`config.mk`:
```
export PLATFORM = sky130hd
export DESIGN_NAME = hazard_controller_flat
export DESIGN_NICKNAME = d
export VERILOG_FILES = /design/src/rtl/hazard_pkg.sv /design/src/rtl/hazard_controller_if.sv /design/src/rtl/hazard_match.sv /design/src/rtl/hazard_controller.sv /design/src/flat_wrapper.sv
export SDC_FILE = /design/constraint.sdc
export NUM_CORES = 1
export LEC_CHECK = 0
export BUFFER_PORTS_ARGS = -buffer_cell sky130_fd_sc_hd__buf_2
export CAP_MARGIN = 25
export CORE_ASPECT_RATIO = 1.2
export CORE_MARGIN = 3
export CORE_UTILIZATION = 40
export DETAILED_ROUTE_END_ITERATION = 12
export PLACE_DENSITY = 0.74
export RECOVER_POWER = 100
export SLEW_MARGIN = 30
export SYNTH_ARGS = -nofsm -noshare
export SYNTH_HDL_FRONTEND = slang
export SYNTH_SLANG_ARGS = --single-unit
```
`constraint.sdc`:
```
create_clock -name clock -period 5.6 [get_ports clock]
set_clock_uncertainty 0.1 [all_clocks]
set_input_delay 0.28 -clock clock [delete_from_list [all_inputs] [get_ports clock]]
set_output_delay 0.28 -clock clock [all_outputs]
set_load 0.05 [all_outputs]
```
`src/rtl/hazard_pkg.sv`:
```
// Shared encodings and helpers for the pipeline interlock controller.
package hazard_pkg;

    typedef enum logic [1:0] {
        RUN   = 2'd0,
        STALL = 2'd1,
        FLUSH = 2'd2
    } hz_state_e;

    localparam logic [4:0] REG_ZERO  = 5'd0;
    localparam logic [1:0] STALL_MAX = 2'd2;

    // True when a used source register is produced by a writing instruction; $0 never matches.
    function automatic logic src_match(input logic use_src, input logic [4:0] src,
                                       input logic wr, input logic [4:0] dest);
        return use_src & wr & (src == dest) & (src != REG_ZERO);
    endfunction

endpackage

```
`src/rtl/hazard_controller_if.sv`:
```
// Decode-side interlock bundle: operand/producer info in, stall/bubble/flush and debug counters out.
interface hazard_controller_if #(parameter int CNT_W = 16);
    logic [4:0]       id_rs;
    logic [4:0]       id_rt;
    logic             id_use_rs;
    logic             id_use_rt;
    logic             id_cmp_in_id;
    logic             id_taken;
    logic [4:0]       ex_regdest;
    logic             ex_writereg;
    logic             ex_readmem;
    logic [4:0]       mem_regdest;
    logic             mem_writereg;
    logic             mem_readmem;
    logic             hz_stall;
    logic             hz_bubble;
    logic             hz_flush;
    logic [1:0]       hz_state;
    logic [CNT_W-1:0] hz_stall_cnt;
    logic [CNT_W-1:0] hz_flush_cnt;

    modport master (
        output id_rs, id_rt, id_use_rs, id_use_rt, id_cmp_in_id, id_taken,
               ex_regdest, ex_writereg, ex_readmem, mem_regdest, mem_writereg, mem_readmem,
        input  hz_stall, hz_bubble, hz_flush, hz_state, hz_stall_cnt, hz_flush_cnt
    );

    modport slave (
        input  id_rs, id_rt, id_use_rs, id_use_rt, id_cmp_in_id, id_taken,
               ex_regdest, ex_writereg, ex_readmem, mem_regdest, mem_writereg, mem_readmem,
        output hz_stall, hz_bubble, hz_flush, hz_state, hz_stall_cnt, hz_flush_cnt
    );
endinterface

```
`src/rtl/hazard_match.sv`:
```
// Combinational source/destination compare yielding the number of stall cycles the ID instruction needs.
module hazard_match
    import hazard_pkg::*;
(
    input  logic [4:0] id_rs_i,
    input  logic [4:0] id_rt_i,
    input  logic       id_use_rs_i,
    input  logic       id_use_rt_i,
    input  logic       id_cmp_in_id_i,
    input  logic [4:0] ex_regdest_i,
    input  logic       ex_writereg_i,
    input  logic       ex_readmem_i,
    input  logic [4:0] mem_regdest_i,
    input  logic       mem_writereg_i,
    input  logic       mem_readmem_i,
    output logic [1:0] n_o
);

    logic ex_hit_s;
    logic mem_hit_s;

    assign ex_hit_s  = src_match(id_use_rs_i, id_rs_i, ex_writereg_i, ex_regdest_i)
                     | src_match(id_use_rt_i, id_rt_i, ex_writereg_i, ex_regdest_i);
    assign mem_hit_s = src_match(id_use_rs_i, id_rs_i, mem_writereg_i, mem_regdest_i)
                     | src_match(id_use_rt_i, id_rt_i, mem_writereg_i, mem_regdest_i);

    // Priority order picks the largest applicable stall count.
    always_comb begin
        n_o = 2'd0;
        if (ex_hit_s && ex_readmem_i && id_cmp_in_id_i) begin
            n_o = STALL_MAX;
        end else if (ex_hit_s && (ex_readmem_i || id_cmp_in_id_i)) begin
            n_o = 2'd1;
        end else if (mem_hit_s && mem_readmem_i && id_cmp_in_id_i) begin
            n_o = 2'd1;
        end else begin
            n_o = 2'd0;
        end
    end

endmodule

```
`src/rtl/hazard_controller.sv`:
```
// Interlock FSM: zero-latency stall/bubble on hazards, squash after taken control flow, saturating event counters.
module hazard_controller
    import hazard_pkg::*;
#(
    parameter int CNT_W      = 16,
    parameter int DELAY_SLOT = 0
) (
    input  logic                clock,
    input  logic                reset,
    hazard_controller_if.slave  hz
);

    localparam logic FLUSH_EN = (DELAY_SLOT == 0);
    localparam logic [CNT_W-1:0] CNT_MAX = {CNT_W{1'b1}};
    localparam logic [CNT_W-1:0] CNT_ONE = {{(CNT_W-1){1'b0}}, 1'b1};

    hz_state_e        state_q, state_d;
    logic [1:0]       rem_q, rem_d;
    logic [1:0]       n_s;
    logic             stall_s, bubble_s, flush_s;
    logic [CNT_W-1:0] stall_cnt_q, flush_cnt_q;

    hazard_match u_match (
        .id_rs_i        (hz.id_rs),
        .id_rt_i        (hz.id_rt),
        .id_use_rs_i    (hz.id_use_rs),
        .id_use_rt_i    (hz.id_use_rt),
        .id_cmp_in_id_i (hz.id_cmp_in_id),
        .ex_regdest_i   (hz.ex_regdest),
        .ex_writereg_i  (hz.ex_writereg),
        .ex_readmem_i   (hz.ex_readmem),
        .mem_regdest_i  (hz.mem_regdest),
        .mem_writereg_i (hz.mem_writereg),
        .mem_readmem_i  (hz.mem_readmem),
        .n_o            (n_s)
    );

    // Next-state and control outputs; a taken branch loses to a stall and is re-seen afterwards.
    always_comb begin
        state_d  = state_q;
        rem_d    = rem_q;
        stall_s  = 1'b0;
        bubble_s = 1'b0;
        flush_s  = 1'b0;
        case (state_q)
            RUN: begin
                if (n_s != 2'd0) begin
                    stall_s  = 1'b1;
                    bubble_s = 1'b1;
                    rem_d    = n_s - 2'd1;
                    state_d  = (n_s > 2'd1) ? STALL : RUN;
                end else if (hz.id_taken && FLUSH_EN) begin
                    flush_s = 1'b1;
                    state_d = FLUSH;
                end else begin
                    state_d = RUN;
                end
            end
            STALL: begin
                stall_s  = 1'b1;
                bubble_s = 1'b1;
                if (rem_q <= 2'd1) begin
                    rem_d   = 2'd0;
                    state_d = RUN;
                end else begin
                    rem_d   = rem_q - 2'd1;
                    state_d = STALL;
                end
            end
            FLUSH: begin
                state_d = RUN;
            end
            default: begin
                rem_d   = 2'd0;
                state_d = RUN;
            end
        endcase
        if (!reset) begin
            stall_s  = 1'b0;
            bubble_s = 1'b0;
            flush_s  = 1'b0;
        end else begin
            stall_s  = stall_s;
        end
    end

    // State and remaining-cycle registers.
    always_ff @(posedge clock) begin
        if (!reset) begin
            state_q <= RUN;
            rem_q   <= 2'd0;
        end else begin
            state_q <= state_d;
            rem_q   <= rem_d;
        end
    end

    // Saturating performance counters.
    always_ff @(posedge clock) begin
        if (!reset) begin
            stall_cnt_q <= '0;
            flush_cnt_q <= '0;
        end else begin
            if (stall_s && (stall_cnt_q != CNT_MAX)) stall_cnt_q <= stall_cnt_q + CNT_ONE;
            if (flush_s && (flush_cnt_q != CNT_MAX)) flush_cnt_q <= flush_cnt_q + CNT_ONE;
        end
    end

    assign hz.hz_stall     = stall_s;
    assign hz.hz_bubble    = bubble_s;
    assign hz.hz_flush     = flush_s;
    assign hz.hz_state     = state_q;
    assign hz.hz_stall_cnt = stall_cnt_q;
    assign hz.hz_flush_cnt = flush_cnt_q;

endmodule
```
`src/flat_wrapper.sv`:
```
// flat-port wrapper written by rule: the top's interface ports become plain ports
module hazard_controller_flat import hazard_pkg::*;
#(
    parameter int CNT_W      = 16,
    parameter int DELAY_SLOT = 0
)
  (clock, reset, hz_id_rs, hz_id_rt, hz_id_use_rs, hz_id_use_rt, hz_id_cmp_in_id, hz_id_taken, hz_ex_regdest, hz_ex_writereg, hz_ex_readmem, hz_mem_regdest, hz_mem_writereg, hz_mem_readmem, hz_hz_stall, hz_hz_bubble, hz_hz_flush, hz_hz_state, hz_hz_stall_cnt, hz_hz_flush_cnt);
  hazard_controller_if #(.CNT_W(CNT_W)) hz_i ();
  input  logic clock;
  input  logic reset;
  input wire logic [$bits(hz_i.id_rs)-1:0] hz_id_rs;
  input wire logic [$bits(hz_i.id_rt)-1:0] hz_id_rt;
  input wire logic [$bits(hz_i.id_use_rs)-1:0] hz_id_use_rs;
  input wire logic [$bits(hz_i.id_use_rt)-1:0] hz_id_use_rt;
  input wire logic [$bits(hz_i.id_cmp_in_id)-1:0] hz_id_cmp_in_id;
  input wire logic [$bits(hz_i.id_taken)-1:0] hz_id_taken;
  input wire logic [$bits(hz_i.ex_regdest)-1:0] hz_ex_regdest;
  input wire logic [$bits(hz_i.ex_writereg)-1:0] hz_ex_writereg;
  input wire logic [$bits(hz_i.ex_readmem)-1:0] hz_ex_readmem;
  input wire logic [$bits(hz_i.mem_regdest)-1:0] hz_mem_regdest;
  input wire logic [$bits(hz_i.mem_writereg)-1:0] hz_mem_writereg;
  input wire logic [$bits(hz_i.mem_readmem)-1:0] hz_mem_readmem;
  output wire logic [$bits(hz_i.hz_stall)-1:0] hz_hz_stall;
  output wire logic [$bits(hz_i.hz_bubble)-1:0] hz_hz_bubble;
  output wire logic [$bits(hz_i.hz_flush)-1:0] hz_hz_flush;
  output wire logic [$bits(hz_i.hz_state)-1:0] hz_hz_state;
  output wire logic [$bits(hz_i.hz_stall_cnt)-1:0] hz_hz_stall_cnt;
  output wire logic [$bits(hz_i.hz_flush_cnt)-1:0] hz_hz_flush_cnt;
  assign hz_i.id_rs = hz_id_rs;
  assign hz_i.id_rt = hz_id_rt;
  assign hz_i.id_use_rs = hz_id_use_rs;
  assign hz_i.id_use_rt = hz_id_use_rt;
  assign hz_i.id_cmp_in_id = hz_id_cmp_in_id;
  assign hz_i.id_taken = hz_id_taken;
  assign hz_i.ex_regdest = hz_ex_regdest;
  assign hz_i.ex_writereg = hz_ex_writereg;
  assign hz_i.ex_readmem = hz_ex_readmem;
  assign hz_i.mem_regdest = hz_mem_regdest;
  assign hz_i.mem_writereg = hz_mem_writereg;
  assign hz_i.mem_readmem = hz_mem_readmem;
  assign hz_hz_stall = hz_i.hz_stall;
  assign hz_hz_bubble = hz_i.hz_bubble;
  assign hz_hz_flush = hz_i.hz_flush;
  assign hz_hz_state = hz_i.hz_state;
  assign hz_hz_stall_cnt = hz_i.hz_stall_cnt;
  assign hz_hz_flush_cnt = hz_i.hz_flush_cnt;
  hazard_controller #(.CNT_W(CNT_W), .DELAY_SLOT(DELAY_SLOT)) u_core (.clock(clock), .reset(reset), .hz(hz_i));
endmodule
```
## Yosys cells after proc, flatten, opt, wreduce, memory -nomap -nowiden

Index checks and enable logic that the tools add are counted.

| word-level totals | value |
|---|---|
| register bits | 36 |
| input bits | 30 |
| output and inout bits | 37 |
| logic and storage cells | 65 |

| operators by class | value |
|---|---|
| $add $sub $neg | 4 |
| magnitude comparators | 2 |
| eq/ne operators | 9 |
| multiplexer cells | 18 |
| bitwise operators | 15 |
| reduce and logical (&&, ||, !) cells | 13 |

Operator list:

| kind | number |
|---|---|
| 16-bit by 1-bit adder with 16-bit output (second input constant) | 2 |
| 16-bit inequality test (second input constant) | 2 |
| 5-bit == test | 4 |
| 1-bit AND | 12 |
| 1-bit two-way mux | 10 |
| 2-bit two-way mux | 5 |
| 5-bit nonzero test | 2 |
| 1-bit logical AND | 7 |
| 2-bit one-hot mux with 3 select lines | 1 |
| 2-bit one-hot mux with 2 select lines | 1 |
| 2-bit by 1-bit subtractor with 2-bit output (second input constant) | 2 |
| 2-bit by 1-bit == test with 1-bit output (second input constant) | 1 |
| 2-bit == test (second input constant) | 1 |
| 2-bit by 1-bit > comparator with 1-bit output (second input constant) | 1 |
| 2-bit by 1-bit <= comparator with 1-bit output (second input constant) | 1 |
| 2-bit zero test | 1 |
| 2-bit by 1-bit inequality test with 1-bit output (second input constant) | 1 |
| 1-bit bitwise OR | 2 |
| 1-bit one-hot mux with 2 select lines | 1 |
| 2-bit AND reduction | 1 |
| 2-bit nonzero test | 1 |
| 1-bit logical OR | 1 |
| 1-bit NOT | 1 |

## Longest topological paths before layout

Gate-level depths: netlist of run 1.

| depth | value |
|---|---|
| depth in word-level cells | 14 |
| gate-level depth with buffers | 9 |
| mapped depth without buffers | 7 |

## Cells and area by module

A second synthesis of run 1 with hierarchy kept.

| second synthesis, totals | value |
|---|---|
| cell total of the unflattened synthesis | 248 |
| area total of the unflattened synthesis | 2,039.5 µm² |

Modules (own cells, without submodules):

| module | instances | cells an instance | area each (µm²) | sequential area each (µm²) |
|---|---|---|---|---|
| hazard_controller | 1 | 208 | 1,736.7 | 720.7 |
| hazard_match | 1 | 40 | 302.8 | 0.0 |

## Worst setup path after synthesis of run 1

Ideal clock, no wire load.

| timing path | value |
|---|---|
| path type | input-to-output |
| start | input port hz_ex_regdest[0] |
| end | output port hz_hz_stall |
| arrival time | 2.639 ns |
| data required time | 5.220 ns |
| setup slack | 2.581 ns |
| cell stages on the path | 9 |
| path buffers | 3 |
| cells stage by stage | xnor2_1 > nand4_1 > nor3_1 > nor3_2 > a22o_1 > buf_2 > buf_4 > nor2_1 > buf_4 |

| between the ends | value |
|---|---|
| word-level cells in the longest chain between the ends | 11 |
| elaborated cells between the ends (all ways) | 16 |
| those cells by class | eq/ne (2); mux (5); bitwise (5); reduce/logical (4) |

RTL lines:

| element | line | source |
|---|---|---|
| start, declared | flat_wrapper.sv:17 | `input wire logic [$bits(hz_i.ex_regdest)-1:0] hz_ex_regdest;` |
| 5-bit == test | hazard_pkg.sv:16 | `return use_src & wr & (src == dest) & (src != REG_ZERO);` |
| 1-bit AND (2 in series) | hazard_pkg.sv:16 |  |
| 1-bit bitwise OR * | hazard_match.sv:23 | `\| src_match(id_use_rt_i, id_rt_i, ex_writereg_i, ex_regdest_i);` |
| 1-bit logical AND (on tied branches) | hazard_match.sv:32, hazard_match.sv:30 |  |
| 1-bit two-way mux / 1-bit logical AND (equally long branches) | hazard_match.sv:32, hazard_match.sv:30 |  |
| 2-bit two-way mux * | hazard_match.sv:30 | `if (ex_hit_s && ex_readmem_i && id_cmp_in_id_i) begin` |
| 2-bit nonzero test * | hazard_controller.sv:47 | `if (n_s != 2'd0) begin` |
| 1-bit two-way mux * | -- |  |
| 1-bit one-hot mux with 2 select lines * | -- |  |
| 1-bit two-way mux * | -- |  |
| end, declared | flat_wrapper.sv:23 | `output wire logic [$bits(hz_i.hz_stall)-1:0] hz_hz_stall;` |

Mark *: on every way between the ends. The rest lies on a longest branch, timed or not.

## Worst setup path in the final report of run 1

| timing path | value |
|---|---|
| start | input port hz_id_rt[0] |
| end | output port hz_hz_flush |

| between the ends | value |
|---|---|
| word-level cells in the longest chain between the ends | 13 |
| elaborated cells between the ends (all ways) | 21 |
| those cells by class | eq/ne (2); mux (6); bitwise (6); reduce/logical (7) |

RTL lines:

| element | line | source |
|---|---|---|
| start, declared | flat_wrapper.sv:12 | `input wire logic [$bits(hz_i.id_rt)-1:0] hz_id_rt;` |
| 5-bit == test | hazard_pkg.sv:16 |  |
| 1-bit AND (2 in series) | hazard_pkg.sv:16 |  |
| 1-bit bitwise OR | hazard_match.sv:25 | `\| src_match(id_use_rt_i, id_rt_i, mem_writereg_i, mem_regdest_i);` |
| 1-bit logical AND (2 in series) | hazard_match.sv:34 | `end else if (mem_hit_s && mem_readmem_i && id_cmp_in_id_i) begin` |
| 1-bit two-way mux | hazard_match.sv:34 |  |
| 1-bit two-way mux | hazard_match.sv:32 | `end else if (ex_hit_s && (ex_readmem_i \|\| id_cmp_in_id_i)) begin` |
| 2-bit two-way mux * | hazard_match.sv:30 |  |
| 2-bit nonzero test * | hazard_controller.sv:47 |  |
| 1-bit two-way mux * | hazard_controller.sv:47 |  |
| 1-bit two-way mux * | hazard_controller.sv:45 | `case (state_q)` |
| 1-bit two-way mux * | hazard_controller.sv:78 | `if (!reset) begin` |
| end, declared | flat_wrapper.sv:25 | `output wire logic [$bits(hz_i.hz_flush)-1:0] hz_hz_flush;` |

Marks and branches as above.

==> metrics.yaml, run 1 <==
globalRouteTotalUtil: 0.183
critPathKind: "input port to output pin"
switching_share: 0.258
p_int_mw: 0.361
synth.cell_area_sq_um: 2160
pwr-share-seq: 0.535
cp.buffers_inverters: 2
synth_cell_types: 43
yosysSeqAreaShare: 0.333
hp-class: "input port to flop"
io_buffer_count: 66
relSlewSlack: 0.0848
dp.cells: 379
crit_cells: 8
worst_slew_pin_slew_ns: 1.36
postCtsResizedCells: 0
cts_tree: "yes"
final_layout_size_suffix_gt1_frac: 0.111
rsz0062_at_grt: "false"
ys_ff_latch: 36
pwr-share-comb: 0.128
power_density_nw_per_um2: 193
rr_endpoint: "u_core.hz.hz_stall_cnt[6]$_SDFFE_PN0P_"
drtIter0Drc: 158
rows: 28
antenna_found_initial: 0
vias: 2229
cts_sinks: 36
avgViaCountPerCell: 5.80
final_cell_mix: "clkbuf_1, dfxtp_1, buf_2"
crit_fanout: 27
r2r_cells: 7
cts-hold-fix-buffers: 0
fmax_ghz: 0.300
grt_start_max_net_pins: 32
timing.final.crit_share: 0.595
p_sw_mw: 0.126
cp-startpoint: "hz_id_rt[0]"
drc_errors: 0
avgSynthCellArea_sq_um: 8.20
finalNetCount: 358
crit_family: "compound AO/OA/AOI/OAI gates"
die-area_sq_um: 6330
post-cts-setup-buffer-count: 0
htreeDepth: 2
ir_worst_vdd_mv: 0.0927
syn_inst: 264
status: "finished clean"
core_sq_um: 5080
end_kind: "output pin"
setup-violations-final: 0
die-height_um: 86.6
grt_pass1_vias: 2093
io_pins: 67
cp.arrival_ns: 2.95
p_clk_frac: 0.338
fin_crit_ns: 3.33
hpwlAfterDp_um: 4030
syn2layout_area_growth_pct: 16.8
stdcell_count: 384
die_w_um: 73.2
slowest_delay_ns: 0.72
synth_warnings: 0
synth_nets: 296
wire_per_inst_um: 14.2
rrSetupSlack_ns: 2.67
rr_startpoint: "u_core.hz.hz_stall_cnt[3]$_SDFFE_PN0P_"
final_hold_viol_count: 0
initial_core_util: 0.426
antenna_left: 0
cap_violations: 0
clk_pin_slew_ns: 0.06
start_kind: "input port"
cpMaxStageDelayCell: "a22o_1"
tns_ns: 0
antenna_cells: 0
endpoint: "hz_hz_flush"
path_cells: "clkbuf_1, or4_1, o21ai_0, nor4_1, a21oi_1, a22o_1, and3_1, clkbuf_1"
drv_slew: 0
cts_max_path_buffers: 2
drt-total-wl_um: 5470
root_buffer: "clkbuf_8"
clk_latency_ns: 0.29
drt_first_pass_iters: 4
grt_pass1_wl_um: 9340
crit_required_ns: 5.22
finish.utilization: 0.498
mostFrequentLayoutCell: "clkbuf_1"
cp_common_cell: "clkbuf_1"
cts_buffers: 5
grt_remaining_overflow: 0
p_leak_nw: 0.825
fill_cells: 519
globalplace.congestion: 0.815
-- kinds of logic (layout without fill, tap and decap cells) --
family | after synthesis | count (layout) | share of synthesized area
buffers and inverters | 19 | 79 | 0.0405
AOI/OAI and AO/OA | 63 | 63 | 0.188
and+or+nand+nor | 118 | 118 | 0.318
adders and majority gates | 2 | 2 | 0.0116
muxes | 6 | 6 | 0.0277
xor gates and xnor gates | 20 | 20 | 0.0809
DFF | 36 | 36 | 0.333
-- power groups by stage --
stage | clock network (mW) | logic, mW | registers [mW]
floorplan | 0 | 0.0332 | 0.271
global placement | 0 | 0.0625 | 0.266
detailed placement | 0 | 0.0633 | 0.266
CTS | 0.170 | 0.0635 | 0.260
global route | 0.179 | 0.0690 | 0.261
finish | 0.165 | 0.0622 | 0.261
-- Yosys cell counts --
master     count  share of area
xor2_1         2         0.0081
clkbuf_1      10          0.017
and4b_1        1         0.0046
buf_2          1         0.0023
xnor2_1       18          0.073
o2bb2ai_1      1         0.0040
a41oi_1        2         0.0081
o21ai_1        1         0.0023
dfxtp_1       36           0.33
and2_1         2         0.0058
nor2_1         8          0.014
nor4bb_1       1         0.0046
nand2_1       20          0.035
nor3_1         6          0.014
or3_1          4          0.012
o31ai_1       19          0.066
and3_1        10          0.029
nor4_1         3         0.0087
a21oi_2        1         0.0040
nand2b_1       7          0.020
or4b_2         1         0.0046
o21ai_0        6          0.014
nor2b_1        1         0.0029
a22oi_2        1         0.0058
buf_4          2         0.0069
ha_1           2          0.012
o21bai_1       1         0.0035
buf_6          1         0.0052
or4_1         21          0.073
o21ai_2        1         0.0040
nand4_1        9          0.026
a22o_1         1         0.0040
o21a_1         2         0.0069
mux2i_1        6          0.028
a21oi_1       25          0.058
inv_1          4         0.0069
o41ai_1        1         0.0040
and4_1         3          0.012
clkinv_1       1         0.0017
a221oi_1       1         0.0040
nor4b_1        1         0.0040
nand3_1       19          0.044
nor3_2         1         0.0046
-- flip-flops by register name, indices dropped and copies added, names as in the netlist --
register and flops:
u_core.hz.hz_flush_cnt 16, u_core.hz.hz_state 2, u_core.rem_q 2, u_core.hz.hz_stall_cnt 16
-- layer usage --
layer  track usage  vias to the layer above  wire length (um)
met5             0                        -                 0
met4        0.0587                        0                82
met3        0.0371                       10               261
met2         0.307                       54              2660
met1         0.234                     1032              2460
li1              -                     1133                 -
-- worst min-delay path by stage --
stage	from	end	slack (ns)	depth (start not counted)
4_1_cts	hz_id_cmp_in_id	u_core.hz.hz_state[0]$_SDFF_PN0_	0.28	4
6_report	hz_id_cmp_in_id	u_core.hz.hz_state[0]$_SDFF_PN0_	0.28	4
2_1_floorplan	u_core.rem_q[1]$_SDFFE_PN0P_	u_core.rem_q[1]$_SDFFE_PN0P_	0.32	1
5_1_grt	reset	u_core.hz.hz_stall_cnt[12]$_SDFFE_PN0P_	0.31	3
3_5_place_dp	u_core.rem_q[1]$_SDFFE_PN0P_	u_core.rem_q[1]$_SDFFE_PN0P_	0.34	1
3_3_place_gp	u_core.rem_q[1]$_SDFFE_PN0P_	u_core.rem_q[1]$_SDFFE_PN0P_	0.33	1
-- area by class of cell --
class	instances	area (sq um)	share of cell area
tap	60	75.1	0.0297
sequential	36	721	0.285
inverter	5	18.8	0.00743
multi-input combinational	209	1350	0.533
clock buffer	5	68.8	0.0272
timing repair buffer	69	297	0.117
-- through the flow --
step / total power [mW] / hold WS (ns) / worst slack, ns / area [sq um]
floorplan: 0.305 / 0.324 / 2.58 / 2160
global placement: 0.329 / 0.332 / 2.61 / 2530
detailed placement: 0.330 / 0.336 / 2.55 / 2530
CTS: 0.494 / 0.280 / 2.54 / 2600
global route: 0.509 / 0.309 / 2.05 / 2530
finish: 0.487 / 0.281 / 2.27 / 2530
-- worst reg2reg max path: cells and delay by family (launching register included) --
kind,cells,cell delay [ns]
DFF,1,0.40
muxes,1,0.11
buffers and inverters,1,0.36
and+or+nand+nor,5,1.84
Note: power is estimated with default switching activity, not from simulation.
==> run 2, diff against run 1 <==
==> constraint.sdc (replaced) <==
create_clock -name clock -period 3.4 [get_ports clock]
set_clock_uncertainty 0.1 [all_clocks]
set_input_delay 0.17 -clock clock [delete_from_list [all_inputs] [get_ports clock]]
set_output_delay 0.17 -clock clock [all_outputs]
set_load 0.05 [all_outputs]
==> run 2 against run 1 <==
Compared with the run above: sequential share of layout area down 0.39 points; power up 69%; global-route usage down 0.061 points; die area unchanged; combinational power up 67%; sequential power up 64%; register-to-register slack worse by 2.0 ns; setup slack worse by 1.7 ns; cell area up 1.4%; critical path depth unchanged; non-clock buffer count up 2; highest routed layer unchanged.
==> metrics.yaml, run 2 (synthesis results as in run 1) <==
crit_family: "compound AO/OA/AOI/OAI gates"
final_layout_size_suffix_gt1_frac: 0.125  # +0.0139
path_cells: "clkbuf_1, or4_1, o21ai_0, nor4_1, a21oi_1, a22o_1, and3_1, clkbuf_1"
wire_per_inst_um: 14.2  # -0.29%
setup-violations-final: 0  # unchanged
vias: 2241  # +0.54%
cts_max_path_buffers: 2  # unchanged
power_mw: 0.822  # +69%
setup_ws_ns: 0.602  # -1.67 ns
fill_cells: 524  # +0.96%
p_clk_frac: 0.352  # +0.014
grt_pass1_vias: 2121  # +1.3%
final_cell_mix: "clkbuf_1, dfxtp_1, buf_2"
grt_start_max_net_pins: 26  # -19%
cts-hold-fix-buffers: 0  # unchanged
multi_input_area_sq_um: 1360  # +0.84%
power_density_nw_per_um2: 321  # +66%
cpMaxStageDelayCell: "or4_1"
rsz0062_at_grt: "false"
endpoint: "hz_hz_flush"
hpwlAfterDp_um: 4110  # +1.9%
pwr-share-comb: 0.126  # -0.002
worst_slew_pin_slew_ns: 1.13  # -0.230 ns
switching_share: 0.266  # +0.00763
start_kind: "input port"
fmax_ghz: 0.357
mostFrequentLayoutCell: "clkbuf_1"
rows: 28  # unchanged
end_kind: "output pin"
io_pins: 67  # unchanged
drtIter0Drc: 112  # -29%
crit_cells: 8  # unchanged
critPathKind: "input port to output pin"
htreeDepth: 2  # unchanged
cp.buffers_inverters: 2  # unchanged
clk_pin_slew_ns: 0.07  # about the same
cp-startpoint: "hz_id_rt[0]"
slowest_delay_ns: 0.52  # -0.20 ns
ir_worst_vdd_mv: 0.146  # +58%
die_w_um: 73.2  # unchanged
dp_slack_ns: 0.662  # -1.89 ns
seqCellArea_sq_um: 721  # unchanged
antenna_cells: 0  # unchanged
cts_buffers: 5  # unchanged
p_int_mw: 0.603  # +67%
avgViaCountPerCell: 5.78  # -0.50%
globalplace.congestion: 0.867  # +6.4%
hp-class: "input port to flop"
tns_ns: 0  # unchanged
cts_tree: "yes"
initial_core_util: 0.426  # unchanged
cts_sinks: 36  # unchanged
status: "finished clean"
rrSetupSlack_ns: 0.67  # -2.00 ns
antenna_left: 0  # unchanged
postCtsResizedCells: 0  # unchanged
crit_required_ns: 3.13  # -2.09 ns
relSlewSlack: 0.239  # +0.154
drc_errors: 0  # unchanged
drt_first_pass_iters: 4  # unchanged
p_sw_mw: 0.219  # +74%
grt_remaining_overflow: 0  # unchanged
grt_pass1_wl_um: 9370  # +0.30%
p_leak_nw: 0.841  # +1.9%
rr_endpoint: "u_core.hz.hz_flush_cnt[3]$_SDFFE_PN0P_"
clk_latency_ns: 0.28  # about the same
die-area_sq_um: 6330  # unchanged
final_hold_viol_count: 0  # unchanged
io_buffer_count: 66  # unchanged
post-cts-setup-buffer-count: 0  # unchanged
globalRouteTotalUtil: 0.183  # -0.000607
drt-total-wl_um: 5510  # +0.75%
pwr-share-seq: 0.522  # -0.013
syn2layout_area_growth_pct: 18.4
crit_fanout: 11  # -59%
cp.arrival_ns: 2.53  # -0.42 ns
drv_slew: 0  # unchanged
r2r_cells: 8  # +1
rr_startpoint: "u_core.hz.hz_flush_cnt[3]$_SDFFE_PN0P_"
fin_crit_ns: 2.80
die-height_um: 86.6  # unchanged
cap_violations: 0  # unchanged
cp_common_cell: "clkbuf_1"
timing.final.crit_share: 0.823
finalNetCount: 360  # +0.56%
root_buffer: "clkbuf_8"
antenna_found_initial: 0  # unchanged
core_sq_um: 5080  # unchanged
-- run 2: power groups by stage --
stage	registers (mW)	logic (mW)	clock network, mW
floorplan	0.447	0.0547	0
global placement	0.438	0.104	0
detailed placement	0.438	0.105	0
CTS	0.429	0.106	0.297
global route	0.429	0.115	0.311
finish	0.429	0.104	0.290
-- run 2: routing by layer --
metal,track usage,up-vias,share of wire
met2,0.322,56,0.50
met5,0,-,0
met3,0.0360,8,0.048
li1,-,1133,-
met4,0.0587,0,0.018
met1,0.219,1044,0.44
-- run 2: final cells by class --
class,count,area share
tap,60,0.0293
clock buffer,6,0.0283
timing repair buffer,71,0.122
clock inverter,1,0.00195
inverter,5,0.00732
multi-input combinational,209,0.530
sequential,36,0.281
-- run 2: worst min-delay path by stage --
stage	startpoint	to	slack [ns]	depth (start not counted)
2_1_floorplan	reset	u_core.hz.hz_stall_cnt[2]$_SDFFE_PN0P_	0.22	2
3_3_place_gp	u_core.rem_q[1]$_SDFFE_PN0P_	u_core.rem_q[1]$_SDFFE_PN0P_	0.33	1
3_5_place_dp	u_core.rem_q[1]$_SDFFE_PN0P_	u_core.rem_q[1]$_SDFFE_PN0P_	0.34	1
4_1_cts	reset	u_core.hz.hz_stall_cnt[0]$_SDFFE_PN0P_	0.17	3
5_1_grt	hz_id_cmp_in_id	u_core.hz.hz_state[0]$_SDFF_PN0_	0.20	4
6_report	hz_id_cmp_in_id	u_core.hz.hz_state[0]$_SDFF_PN0_	0.17	4
-- run 2: metrics by stage --
step / utilization / area, sq um / cells / hold slack (ns)
after floorplan: - / 2160 / 264 / 0.222
after global placement: 0.501 / 2540 / 381 / 0.330
after detailed placement: 0.501 / 2540 / 381 / 0.338
after CTS: 0.516 / 2620 / 388 / 0.172
after global routing: 0.504 / 2560 / 388 / 0.202
final: 0.504 / 2560 / 388 / 0.174
-- run 2: tightest hold or removal path, cell delays in order --
cell     delay [ns]
buf_2          0.10
inv_1          0.06
or3_1          0.12
a21oi_1        0.06
==> run 3, diff against run 2 <==
==> constraint.sdc (replaced) <==
create_clock -name clock -period 2.9 [get_ports clock]
set_clock_uncertainty 0.1 [all_clocks]
set_input_delay 0.145 -clock clock [delete_from_list [all_inputs] [get_ports clock]]
set_output_delay 0.145 -clock clock [all_outputs]
set_load 0.05 [all_outputs]
==> run 3 against run 2 <==
Compared with the run above: combinational power is 17% higher; flip-flop and latch count unchanged; cell area grew 1.1%; via count is 1.7% higher; critical path depth is the same; sequential share of layout area decreased by 0.31 points; core utilization up 0.57 points; global-route usage shrank 0.17 points; largest power group unchanged; largest cell class unchanged; setup slack lost 0.11 ns; hold slack worse by 0.039 ns; non-clock buffer count up 1; die area unchanged.
==> metrics.yaml, run 3 (synthesis results as in run 1) <==
status: "finished clean"
wire_per_inst_um: 14.0  # -1.4%
avgViaCountPerCell: 5.84  # +1.2%
critPathKind: "input port to output pin"
die-area_sq_um: 6330  # unchanged
cpMaxStageDelayCell: "or4_1"
die_w_um: 73.2  # unchanged
holdCritStartpoint: "reset"
antenna_found_initial: 0  # unchanged
setup-violations-final: 0  # unchanged
rows: 28  # unchanged
tns_ns: 0  # unchanged
cts_sinks: 36  # unchanged
rrSetupSlack_ns: 0.72  # +0.05 ns
p_leak_nw: 0.857  # +1.9%
grt_pass1_wl_um: 9210  # -1.7%
drt-total-wl_um: 5460  # -0.93%
antenna_cells: 0  # unchanged
antenna_left: 0  # unchanged
fmax_ghz: 0.415
cts-hold-fix-buffers: 0  # unchanged
rsz0062_at_grt: "false"
mostFrequentLayoutCell: "clkbuf_1"
cp.buffers_inverters: 2  # unchanged
ir_worst_vdd_mv: 0.172  # +18%
min_to: "u_core.hz.hz_stall_cnt[12]$_SDFFE_PN0P_"
path_cells: "buf_2, or4_1, o21ai_2, nor3_1, a21oi_1, a22o_1, and3_1, buf_2"
timing.final.crit_share: 0.831
clk_pin_slew_ns: 0.07  # about the same
hp-class: "input port to flop"
holdWs_ns: 0.135  # -0.0386 ns
globalplace.congestion: 0.816  # -5.9%
grt_remaining_overflow: 0  # unchanged
worst_slew_pin_slew_ns: 0.607  # -0.523 ns
final_layout_size_suffix_gt1_frac: 0.127  # +0.00227
power_density_nw_per_um2: 385  # +20%
cp_common_cell: "buf_2"
drc_errors: 0  # unchanged
syn2layout_area_growth_pct: 19.7
final_cell_mix: "clkbuf_1, dfxtp_1, buf_2"
grt_pass1_vias: 2042  # -3.7%
r2r_cells: 6  # -2
end_kind: "output pin"
initial_core_util: 0.426  # unchanged
cts_tree: "yes"
finalNetCount: 361  # +0.28%
fill_cells: 519  # -0.95%
postCtsResizedCells: 0  # unchanged
drtIter0Drc: 156  # +39%
crit_required_ns: 2.65  # -0.48 ns
cts_max_path_buffers: 2  # unchanged
cp.arrival_ns: 2.16  # -0.37 ns
drt_first_pass_iters: 4  # unchanged
grt_start_max_net_pins: 30  # +15%
start_kind: "input port"
globalRouteTotalUtil: 0.181  # -0.00171
root_buffer: "clkbuf_8"
fin_crit_ns: 2.41
vias: 2279  # +1.7%
min_delay_path_depth: 3  # -1
slowest_delay_ns: 0.54  # +0.02 ns
io_pins: 67  # unchanged
rr_startpoint: "u_core.hz.hz_stall_cnt[3]$_SDFFE_PN0P_"
crit_family: "simple AND/OR/NAND/NOR gates"
core_sq_um: 5080  # unchanged
die-height_um: 86.6  # unchanged
hpwlAfterDp_um: 4100  # -0.17%
cts_buffers: 5  # unchanged
drv_slew: 0  # unchanged
cap_violations: 0  # unchanged
final_hold_viol_count: 0  # unchanged
post-cts-setup-buffer-count: 0  # unchanged
htreeDepth: 2  # unchanged
crit_fanout: 7  # -4
io_buffer_count: 66  # unchanged
rr_endpoint: "u_core.hz.hz_stall_cnt[10]$_SDFFE_PN0P_"
clk_latency_ns: 0.29  # about the same
relSlewSlack: 0.597  # +0.358
## run 3: changes by cell type in the layout (fill, tap and decap cells not counted)
cell and change:
buf_2 +1, clkbuf_8 +1, a22oi_1 +1, a22oi_2 -1, buf_12 +1, o21ai_0 -1, o21ai_1 +1, clkinv_2 -1
## run 3: worst max-delay path by stage
stage	to	cells past startpoint	start
2_1_floorplan	hz_hz_stall	9	hz_ex_regdest[0]
3_3_place_gp	u_core.hz.hz_flush_cnt[6]$_SDFFE_PN0P_	9	hz_id_rs[0]
3_5_place_dp	u_core.hz.hz_flush_cnt[5]$_SDFFE_PN0P_	9	hz_id_rs[0]
4_1_cts	hz_hz_flush	8	hz_id_rs[0]
5_1_grt	hz_hz_flush	8	hz_id_rt[0]
6_report	hz_hz_flush	8	hz_id_rs[0]
## run 3: per-layer routing
metal  routed length [um]  vias up  GRT usage
met3                  234       10     0.0325
li1                     -     1145          -
met2                 2730       56      0.302
met5                    0        -          0
met4                  127        0     0.0805
met1                 2360     1068      0.224
## run 3: cell type report
type	instances	area, sq um	share of cell area
multi-input cells	209	1350	0.522
flip-flops and latches	36	721	0.278
repair buffers	72	333	0.128
clock buffers	8	90.1	0.0348
well taps	60	75.1	0.0290
inverters	5	18.8	0.00724
## run 3: tightest hold or removal path: cells and delay by family
family / cells / cell delay, ns
AND/OR/NAND/NOR: 1 / 0.04
AO/OA/AOI/OAI: 1 / 0.11
buffers and inverters: 1 / 0.19
## run 3: metrics by stage
step                      area, sq um  utilization  power (mW)  instances  setup slack (ns)
after floorplan                  2160            -       0.588        264             0.151
after global placement           2560        0.505       0.636        382             0.419
after detailed placement         2560        0.505       0.638        382             0.384
after CTS                        2660        0.523        1.01        390             0.539
after global routing             2590        0.510        1.04        390             0.327
final                            2590        0.510       0.997        390             0.490
## run 3: power breakdown
group	internal [mW]	switching, mW	leakage (nW)
Sequential	0.498	0.00512	0.290
Clock	0.194	0.179	0.0455
Combinational	0.0474	0.0741	0.521
Total	0.739	0.258	0.857
